**config.mk**
```make
export PLATFORM = sky130hd
export DESIGN_NAME = imem_boot_ctrl
export DESIGN_NICKNAME = d
export VERILOG_FILES = /design/src/rtl/imem_boot_ctrl.sv
export SDC_FILE = /design/constraint.sdc
export NUM_CORES = 1
export LEC_CHECK = 0
export BUFFER_PORTS_ARGS = -buffer_cell sky130_fd_sc_hd__buf_2
export CAP_MARGIN = 20
export CORE_MARGIN = 8
export CORE_UTILIZATION = 51
export DETAILED_ROUTE_END_ITERATION = 12
export PLACE_DENSITY = 0.81
export SLEW_MARGIN = 20
export SYNTH_ARGS = -nofsm -noshare
export SYNTH_HDL_FRONTEND = slang
export SYNTH_SLANG_ARGS = --single-unit
```
**constraint.sdc**
```tcl
create_clock -name clk -period 3.06 [get_ports clk]
set_input_delay 0.459 -clock clk [delete_from_list [all_inputs] [get_ports clk]]
set_output_delay 0.459 -clock clk [all_outputs]
set_load 0.01 [all_outputs]
```
**src/rtl/imem_boot_ctrl.sv**
```systemverilog
// imem_boot_ctrl: receives a framed byte stream, assembles 32-bit words,
// writes them into instruction memory, and then hands the memory read
// port to the core. The core is held in reset until a load succeeds.
module imem_boot_ctrl #(
  parameter int WORDS  = 32,
  parameter int ADDR_W = 5
) (
  input  logic              clk,
  input  logic              rst_n,
  input  logic              load_req,
  input  logic              rx_valid,
  input  logic [7:0]        rx_data,
  output logic              rx_ready,
  input  logic [31:0]       cpu_pc,
  output logic [31:0]       cpu_instr,
  output logic              cpu_rst_n,
  output logic [ADDR_W-1:0] mem_addr,
  output logic              mem_we,
  output logic [31:0]       mem_wdata,
  input  logic [31:0]       mem_rdata,
  output logic              busy,
  output logic              err,
  output logic [1:0]        err_code
);

  typedef enum logic [2:0] {
    IDLE  = 3'd0,
    HDR   = 3'd1,
    DATA  = 3'd2,
    CSUM  = 3'd3,
    RUN   = 3'd4,
    ERROR = 3'd5
  } state_t;

  localparam logic [7:0] WordsByte = 8'(WORDS);

  state_t            state_q, state_d;
  logic [7:0]        count_q, count_d;
  logic [7:0]        wordIdx_q, wordIdx_d;
  logic [1:0]        byteCnt_q, byteCnt_d;
  logic [7:0]        xorSum_q, xorSum_d;
  logic [23:0]       asm_q, asm_d;
  logic [ADDR_W-1:0] wrAddr_q, wrAddr_d;
  logic              we_q, we_d;
  logic [31:0]       wdata_q, wdata_d;
  logic [1:0]        errCode_q, errCode_d;

  logic              accept;
  logic              inRun;
  logic              unusedPcBits;

  // The low PC bits select a byte within a word and the high bits lie
  // beyond the memory, so neither participates in the fetch address.
  assign unusedPcBits = ^{cpu_pc[31:ADDR_W+2], cpu_pc[1:0]};

  // Status and handshake outputs decode straight from the state register
  // so there is no added latency between a state change and its effect.
  assign inRun     = (state_q == RUN);
  assign busy      = (state_q == HDR) || (state_q == DATA) || (state_q == CSUM);
  assign rx_ready  = busy;
  assign accept    = rx_valid && busy;
  assign cpu_rst_n = inRun;
  assign err       = (state_q == ERROR);
  assign err_code  = errCode_q;
  assign mem_we    = we_q && !inRun;
  assign mem_wdata = wdata_q;
  assign mem_addr  = inRun ? cpu_pc[ADDR_W+1:2] : wrAddr_q;
  assign cpu_instr = inRun ? mem_rdata : 32'h0000_0000;

  // State and datapath registers; reset aborts any load in progress but
  // leaves already-written memory words alone.
  always_ff @(posedge clk or negedge rst_n) begin
    if (!rst_n) begin
      state_q   <= IDLE;
      count_q   <= 8'd0;
      wordIdx_q <= 8'd0;
      byteCnt_q <= 2'd0;
      xorSum_q  <= 8'd0;
      asm_q     <= 24'd0;
      wrAddr_q  <= '0;
      we_q      <= 1'b0;
      wdata_q   <= 32'd0;
      errCode_q <= 2'b00;
    end else begin
      state_q   <= state_d;
      count_q   <= count_d;
      wordIdx_q <= wordIdx_d;
      byteCnt_q <= byteCnt_d;
      xorSum_q  <= xorSum_d;
      asm_q     <= asm_d;
      wrAddr_q  <= wrAddr_d;
      we_q      <= we_d;
      wdata_q   <= wdata_d;
      errCode_q <= errCode_d;
    end
  end

  // Next-state and datapath logic: frame parsing, word assembly, the
  // running checksum, and a one-cycle write strobe per completed word.
  always_comb begin
    state_d   = state_q;
    count_d   = count_q;
    wordIdx_d = wordIdx_q;
    byteCnt_d = byteCnt_q;
    xorSum_d  = xorSum_q;
    asm_d     = asm_q;
    wrAddr_d  = wrAddr_q;
    we_d      = 1'b0;
    wdata_d   = wdata_q;
    errCode_d = errCode_q;

    case (state_q)
      IDLE: begin
        if (load_req) state_d = HDR;
      end
      HDR: begin
        if (accept) begin
          if ((rx_data == 8'd0) || (rx_data > WordsByte)) begin
            state_d   = ERROR;
            errCode_d = 2'b01;
          end else begin
            count_d   = rx_data;
            wordIdx_d = 8'd0;
            byteCnt_d = 2'd0;
            xorSum_d  = 8'd0;
            state_d   = DATA;
          end
        end
      end
      DATA: begin
        if (accept) begin
          asm_d     = {asm_q[15:0], rx_data};
          xorSum_d  = xorSum_q ^ rx_data;
          byteCnt_d = byteCnt_q + 2'd1;
          if (byteCnt_q == 2'd3) begin
            we_d      = 1'b1;
            wdata_d   = {asm_q, rx_data};
            wrAddr_d  = wordIdx_q[ADDR_W-1:0];
            wordIdx_d = wordIdx_q + 8'd1;
            if ((wordIdx_q + 8'd1) == count_q) state_d = CSUM;
          end
        end
      end
      CSUM: begin
        if (accept) begin
          if (rx_data == xorSum_q) begin
            state_d = RUN;
          end else begin
            state_d   = ERROR;
            errCode_d = 2'b10;
          end
        end
      end
      RUN: begin
        if (load_req) state_d = HDR;
      end
      ERROR: begin
        if (load_req) begin
          state_d   = HDR;
          errCode_d = 2'b00;
        end
      end
      default: state_d = IDLE;
    endcase
  end

endmodule

```
[Word level (Yosys, flattened, before mapping)]
Index checks and enable logic that the tools add are counted.
Word-level totals
  register bits after elaboration: 93
  bits of input ports: 76
  output and inout bits: 76
  logic and storage cells: 82
Cells by class
  $add $sub $neg: 2
  magnitude comparators: 1
  equality and inequality tests: 18
  muxes and demuxes: 31
  bitwise operators: 2
  reductions and logical operators: 18
Operators by type and width (number)
  8-bit two-way mux: 5
  32-bit two-way mux: 1
  8-bit case mux with 2 select lines: 2
  3-bit two-way mux: 7
  8-bit == test: 2
  2-bit two-way mux: 8
  2-bit != test (second input constant): 6
  3-bit case mux with 4 select lines: 1
  6-bit AND reduction: 2
  8-bit by 1-bit adder with 8-bit output (second input constant): 1
  8-bit by 6-bit greater-than comparator with 1-bit output (second input constant): 1
  8-bit zero test: 1
  2-bit by 1-bit != test with 1-bit output (second input constant): 4
  8-bit bitwise XOR: 1
  3-bit by 2-bit == test with 1-bit output (second input constant): 2
  3-bit == test (second input constant): 2
  2-bit case mux with 3 select lines: 1
  3-bit AND reduction: 2
  5-bit two-way mux: 1
  5-bit AND reduction: 1
  1-bit two-way mux: 4
  2-bit case mux with 2 select lines: 1
  4-bit AND reduction: 1
  3-bit by 1-bit == test with 1-bit output (second input constant): 1
  11 further kinds: 14

[Depth between registers and ports, before layout]
Gate-level depths: netlist of the first run.
  depth in word-level cells: 6
  gate-level depth with buffers: 9
  gate-level depth less buffers: 8

[Worst setup path after synthesis of the first run]
OpenSTA, ideal clock, no wires.
  path kind: reg2out
  from: register state_q[2]
  to: output mem_addr[0]
  data arrival time: 1865 ps
  required time: 2601 ps
  setup slack: 736 ps
  cell stages (with the launch flop): 5
  buffers on the path: 1
  cells stage by stage: dfrtp_1 -> clkbuf_1 -> inv_1 -> nor3_1 -> mux2_2
On the way
  longest elaborated chain between the ends: 2
RTL lines
  from (decl): RTL line 37  | state_t state_q, state_d;
  from (signal assigned): RTL line 85  | state_q <= state_d;
  3-bit == test: RTL line 58  | assign inRun = (state_q == RUN);
  via cpu_rst_n: RTL line 16  | output logic cpu_rst_n,
  5-bit two-way mux: RTL line 67  | assign mem_addr = inRun ? cpu_pc[ADDR_W+1:2] : wrAddr_q;
  to (decl): RTL line 17  | output logic [ADDR_W-1:0] mem_addr,
The timed path passes the listed nets, and every way through them passes these cells.

==> flow_summary_export.csv, run 1 <==
group,metric,value,unit
drt,drc,0,
timing,setup_viol,0,
hold_path,worstHoldPathType,"in2async",
clock_tree,cts_tree,"done",
synthesis,synthArstFlopShare,1.00,
timing,rsz0062_at_grt,"no",
setup_path,cp_cell_sequence,"ha_1 > nand2_1 > o311ai_1 > nor2_1 > o31a_1 > o311ai_1 > nand2b_1",
drt,first_pass_iters,7,
setup_path,cp_max_fo,11,
setup_path,cp_common_cell,"o311ai_1",
global_route,grt_max_degree,50,
timing,timing.setup.tns,0,ns
timing,period_share,0.800,
drt,routed-via-count,3623,
synthesis,synth_edf_count,0,
synthesis,synth_area_per_cell,10.4,sq um
setup_path,r2r_start,"wordIdx_q[0]$_DFFE_PN0P_",
power,p_leak,3.04,nW
power,cellPowerDensity,619,nW/um^2
synthesis,yosys_warnings,0,
place,portBuffers,124,
synthesis,seq_area_frac_synth,0.515,
clock_tree,htree_levels,3,
synthesis,synth-main-ff-cell,"dfrtp_1",
floorplan,die_w,110,um
clock_tree,ctsLongestPathBuffers,2,
setup_path,cp.required,3.31,ns
drt,antenna_left,0,
power,ir_drop,445,uV
floorplan,start_util,0.521,
clock_tree,clkTransAtPathRegs,0.10,ns
flow_run,maxCapViolations,0,
layout,diodes,0,
layout,fin_util,0.622,
timing,max_slew_margin,0.533,
clock_tree,root_buffer,"clkbuf_8",
synthesis,syn_nets,513,
timing,finalMaxSlewViolations,0,
timing,fmax,408,MHz
floorplan,die_h,110,um
synthesis,synth_area,4520,sq um
floorplan,fp-row-count,34,
setup_path,slowest_delay,0.54,ns
floorplan,io_pins,152,
layout,final_net_count,628,
floorplan,die_area,12100,sq um
timing,fin_worst_skew,0.00962,ns
clock_tree,clk_latency,0.36,ns
global_route,overflow,0,
outcome,outcome,"complete, no violations",
clock_tree,numCtsBuffers,9,
place,gp_congestion,0.835,
global_route,gr-usage-all-layers,0.185,
setup_path,critPathTopFamily,"compound AO/OA/AOI/OAI gates",
global_route,antenna_found_initial,0,
setup_path,cp_slowest_cell,"dfrtp_1",
global_route,grt_pass1_vias,3670,
setup_path,crit_path_end_kind,"flip-flop",
setup_path,worstSetupStartpointType,"flip-flop",
setup_path,crit_type,"reg2reg",
clock_tree,cts_setup_buffers,0,
layout,syn_to_final_growth,19.4,%
drt,routedWlPerCell,16.7,um
timing,finalHoldViolations,0,
floorplan,coreArea,8680,sq um
synthesis,ys_types,49,
clock_tree,cts.sinks,93,
setup_path,startpoint,"wordIdx_q[0]$_DFFE_PN0P_",
place,pre_cts_ws,0.484,ns
timing,period_needed,2.45,ns
synthesis,synth_cells,435,
place,dp.final_hpwl,8110,um
timing,setup_ws,0.611,ns
drt,drt_wl_total,11100,um
synthesis,ys_ff_latch,93,
clock_tree,ctsHoldBuffers,0,
drt,viasPerCell,5.46,
setup_path,crit_buf_inv,0,
setup_path,worstPathArrival,2.70,ns
global_route,grt_pass1_wl,17700,um
drt,dr.first_iter.drc_count,261,
clock_tree,ctsResizeCount,0,
timing,worst_pin_slew,0.699,ns
layout,drive_gt1_frac,0.384,
-- registers in the layout, indices dropped and copies added, names as in the netlist --
name and count:
xorSum_q 8, mem_wdata 32, asm_q 24, state_q 3, byteCnt_q 2, wordIdx_q 8, wrAddr_q 5, err_code 2
we_q 1, count_q 8
-- final cells by class --
cell class,count,area (sq um)
Fill cell,704,3280
Sequential cell,93,2330
Clock inverter,7,57.6
Multi-Input combinational cell,312,2050
Inverter,2,7.51
Clock buffer,9,124
Tap cell,108,135
Timing Repair Buffer,132,696
-- report_power, final --
part	leakage, nW	internal (W)	total [W]	switching (W)
Sequential	1.27	0.00142	0.00161	0.000191
Combinational	1.68	0.000436	0.000971	0.000536
Clock	0.0881	0.000307	0.000761	0.000454
-- cell usage after synthesis (6+ instances only) --
cell type  number  area [sq um]
buf_2           9          45.0
mux2_2         42           473
o21ai_2         9          78.8
o21ai_1        12          60.1
clkbuf_1       15          56.3
mux2_4          6          90.1
nor2_1         17          63.8
xor2_1          6          52.6
nor3_1          6          30.0
dfrtp_1        93          2330
nand4_1         6          37.5
nand2_1        93           349
and3_1         33           206
xnor2_1        13           114
o21ai_0        15          75.1
a21oi_1         8          40.0
-- worst paths after layout --
| kind | cells after the start | endpoint | slack (ns) |
|---|---|---|---|
| setup / recovery | 7 | err_code[0]$_DFFE_PN0P_ | 0.61 |
| min in group clk | 2 | state_q[2]$_DFFE_PN0P_ | 0.37 |
| max in group asynchronous | 2 | asm_q[10]$_DFFE_PN0P_ | 2.22 |
| setup reg to reg | 7 | err_code[0]$_DFFE_PN0P_ | 0.61 |
| hold reg to reg | 2 | asm_q[18]$_DFFE_PN0P_ | 0.48 |
| hold / removal | 1 | mem_wdata[4]$_DFFE_PN0P_ | 0.09 |
-- metal layers --
metal,track usage,vias to the layer above,part of all wire
met3,0.0500,10,0.12
li1,-,1728,-
met2,0.325,156,0.49
met5,0,-,0
met4,0.0628,0,0.011
met1,0.213,1729,0.37
-- logic make-up after synthesis --
group	after synthesis	synth area share
AOI/OAI and AO/OA	62	0.0930
xor gates and xnor gates	19	0.0368
adders and majority gates	2	0.00553
buffers and inverters	30	0.0315
DFF	93	0.515
muxes	49	0.127
and+or+nand+nor	180	0.192
-- per-stage QoR --
step                hold slack (ns)  cell area, sq um  power, W  instances
floorplan                     0.163              4520   0.00228        435
global placement              0.456              5220   0.00256        647
detailed placement            0.460              5220   0.00261        647
CTS                           0.115              5400   0.00337        663
global route                  0.142              5400   0.00355        663
finish                       0.0934              5400   0.00334        663
-- layout by cell type (no fill, tap or decap), types with 2 or more instances in the layout --
master        n
and2_1        5
o21ai_2       9
and3_1       33
nand4_1       6
nand2_1      93
nand3_1       5
ha_1          2
o311ai_1      2
a211oi_2      2
nor3_1        6
buf_2       123
mux2_2       42
xnor2_1      13
mux2_4        6
xor2_1        6
a31oi_1       3
clkbuf_8      9
inv_1         2
nor2_1       17
clkinvlp_4    2
o21ai_1      12
nor2b_1       5
a21oi_1       8
o21ai_0      15
buf_4         8
dfrtp_1      93
inv_6         2
Power figures use the tool's default switching activity.
==> run 2: changes to the inputs <==
--- a/config.mk
+++ b/config.mk
@@ -8,9 +8,9 @@
 export BUFFER_PORTS_ARGS = -buffer_cell sky130_fd_sc_hd__buf_2
 export CAP_MARGIN = 20
 export CORE_MARGIN = 8
-export CORE_UTILIZATION = 51
+export CORE_UTILIZATION = 46
 export DETAILED_ROUTE_END_ITERATION = 12
-export PLACE_DENSITY = 0.81
+export PLACE_DENSITY = 0.77
 export SLEW_MARGIN = 20
 export SYNTH_ARGS = -nofsm -noshare
 export SYNTH_HDL_FRONTEND = slang
==> constraint.sdc (replaced) <==
create_clock -name clk -period 2 [get_ports clk]
set_input_delay 0.3 -clock clk [delete_from_list [all_inputs] [get_ports clk]]
set_output_delay 0.3 -clock clk [all_outputs]
set_load 0.01 [all_outputs]
==> flow_summary_export.csv, run 2 (synthesis gave the netlist of run 1 again) <==
group,metric,value,unit
global_route,overflow,0,
setup_path,cp.required,2.30,ns
layout,final_net_count,681,
timing,period_needed,2.13,ns
setup_path,slowest_delay,0.41,ns
clock_tree,ctsLongestPathBuffers,2,
power,p_leak,3.34,nW
timing,fmax,469,MHz
floorplan,die_w,115,um
setup_path,cp_max_fo,5,
floorplan,io_pins,152,
timing,setup_ws,-0.133,ns
flow_run,maxCapViolations,0,
timing,worst_pin_slew,0.581,ns
place,portBuffers,124,
place,gp_congestion,0.989,
floorplan,fp-row-count,36,
outcome,outcome,"finished with violations",
layout,layout_common_cells,"buf_2 (118), nand2_1 (93), dfrtp_1 (91)",
global_route,gr-usage-all-layers,0.187,
timing,finalMaxSlewViolations,0,
timing,fin_worst_skew,0.00925,ns
timing,setup_viol,4,
clock_tree,htree_levels,3,
timing,max_slew_margin,0.613,
global_route,grt_pass1_wl,19600,um
floorplan,start_util,0.469,
layout,diodes,0,
clock_tree,root_buffer,"clkbuf_8",
power,cellPowerDensity,955,nW/um^2
clock_tree,cts_tree,"done",
timing,period_share,1.07,
layout,mostFrequentLayoutCell,"buf_2",
drt,dr.first_iter.drc_count,212,
clock_tree,clk_latency,0.36,ns
power,ir_drop,491,uV
drt,first_pass_iters,5,
clock_tree,clkTransAtPathRegs,0.09,ns
drt,viasPerCell,5.39,
drt,drt_wl_total,13200,um
layout,drive_gt1_frac,0.457,
setup_path,worstSetupStartpointType,"flip-flop",
place,dp.final_hpwl,9010,um
hold_path,worstHoldPathType,"in2reg",
layout,final_cells,741,
floorplan,die_area,13300,sq um
timing,timing.setup.tns,-0.355,ns
timing,finalHoldViolations,0,
timing,rsz0062_at_grt,"yes",
place,dp.cells,699,
clock_tree,cts.sinks,93,
clock_tree,numCtsBuffers,9,
global_route,antenna_found_initial,0,
place,placed_area,5480,sq um
layout,syn_to_final_growth,34.0,%
setup_path,crit_path_end_kind,"flip-flop",
drt,drc,0,
setup_path,crit_type,"reg2reg",
drt,routedWlPerCell,17.8,um
drt,antenna_left,0,
setup_path,cp_cell_sequence,"xor2_1 > a2111o_1 > o311ai_2 > nor2_1 > o31a_1 > a211oi_2 > nand2b_1",
floorplan,coreArea,9640,sq um
outcome,violations,"negative setup slack",
layout,post-route-cell-area,6060,sq um
drt,routed-via-count,3997,
setup_path,cp_slowest_cell,"dfrtp_1",
layout,largest_reg_flops,32,
global_route,grt_max_degree,45,
global_route,grt_pass1_vias,3907,
setup_path,worstPathArrival,2.43,ns
floorplan,die_h,115,um
==> run 2: cell types whose count changed in the layout (fill, tap and decap cells not counted), sizes merged <==
cell         before  now
buf             132  182
bufinv            0    1
clkbuf            9   13
clkinv            2    1
dlygate4sd3       0    1
inv               5    3
==> run 2: critical path: cells and delay by family (launching register included) <==
family / cells / cell delay, ns
AOI/OAI and AO/OA: 4 / 1.19
DFF: 1 / 0.41
and+or+nand+nor: 2 / 0.26
xor gates and xnor gates: 1 / 0.20
==> run 2: layer usage <==
layer / up-vias / GRT usage / wire [um]
met5: - / 0 / 0
met4: 0 / 0.0674 / 311
met3: 23 / 0.0557 / 1400
met2: 207 / 0.315 / 6450
met1: 1917 / 0.220 / 5030
li1: 1850 / - / -
==> run 2: final cells by class <==
type                            instances  area (sq um)
Fill cell                             778          3580
Sequential cell                        93          2330
Multi-Input combinational cell        312          2150
Timing Repair Buffer                  185          1210
Tap cell                              133           166
Clock buffer                           11           131
Clock inverter                          5          58.8
Inverter                                2          12.5
==> run 2: worst paths after layout <==
check,from,end,slack (ns),depth (start not counted)
max reg2reg,wordIdx_q[7]$_DFFE_PN0P_,err_code[0]$_DFFE_PN0P_,-0.13,7
max in group asynchronous,rst_n,xorSum_q[0]$_DFFE_PN0P_,0.88,3
min in group asynchronous,rst_n,mem_wdata[22]$_DFFE_PN0P_,0.48,2
max,wordIdx_q[7]$_DFFE_PN0P_,err_code[0]$_DFFE_PN0P_,-0.13,7
min,load_req,state_q[2]$_DFFE_PN0P_,0.21,2
min reg2reg,asm_q[19]$_DFFE_PN0P_,asm_q[19]$_DFFE_PN0P_,0.49,2
==> run 2: report_power, final <==
| part | switching (W) | total, W | internal (W) |
|---|---|---|---|
| combinational | 0.00108 | 0.00208 | 0.00101 |
| clock | 0.000665 | 0.00125 | 0.000582 |
| sequential | 0.000278 | 0.00246 | 0.00218 |
==> run 2: metrics by stage <==
stage / hold slack (ns) / utilization / power, W / worst slack (ns)
floorplan: 0.00441 / - / 0.00350 / 0.00526
global placement: 0.332 / 0.569 / 0.00407 / -0.295
detailed placement: 0.337 / 0.569 / 0.00416 / -0.344
CTS: 0.206 / 0.603 / 0.00553 / -0.0409
global route: 0.210 / 0.628 / 0.00611 / -0.223
finish: 0.210 / 0.628 / 0.00579 / -0.133
==> run 2: timing repair <==
| action | CTS | global route |
|---|---|---|
| resized for setup | 15 | 25 |
| hold buffers | 1 | 0 |
| cloned | 0 | 2 |
| endpoints found under the setup margin | 8 | 67 |
| hold endpoints to repair | 41 | 0 |
| pin swaps | 2 | 10 |
| buffers inserted | 9 | 14 |
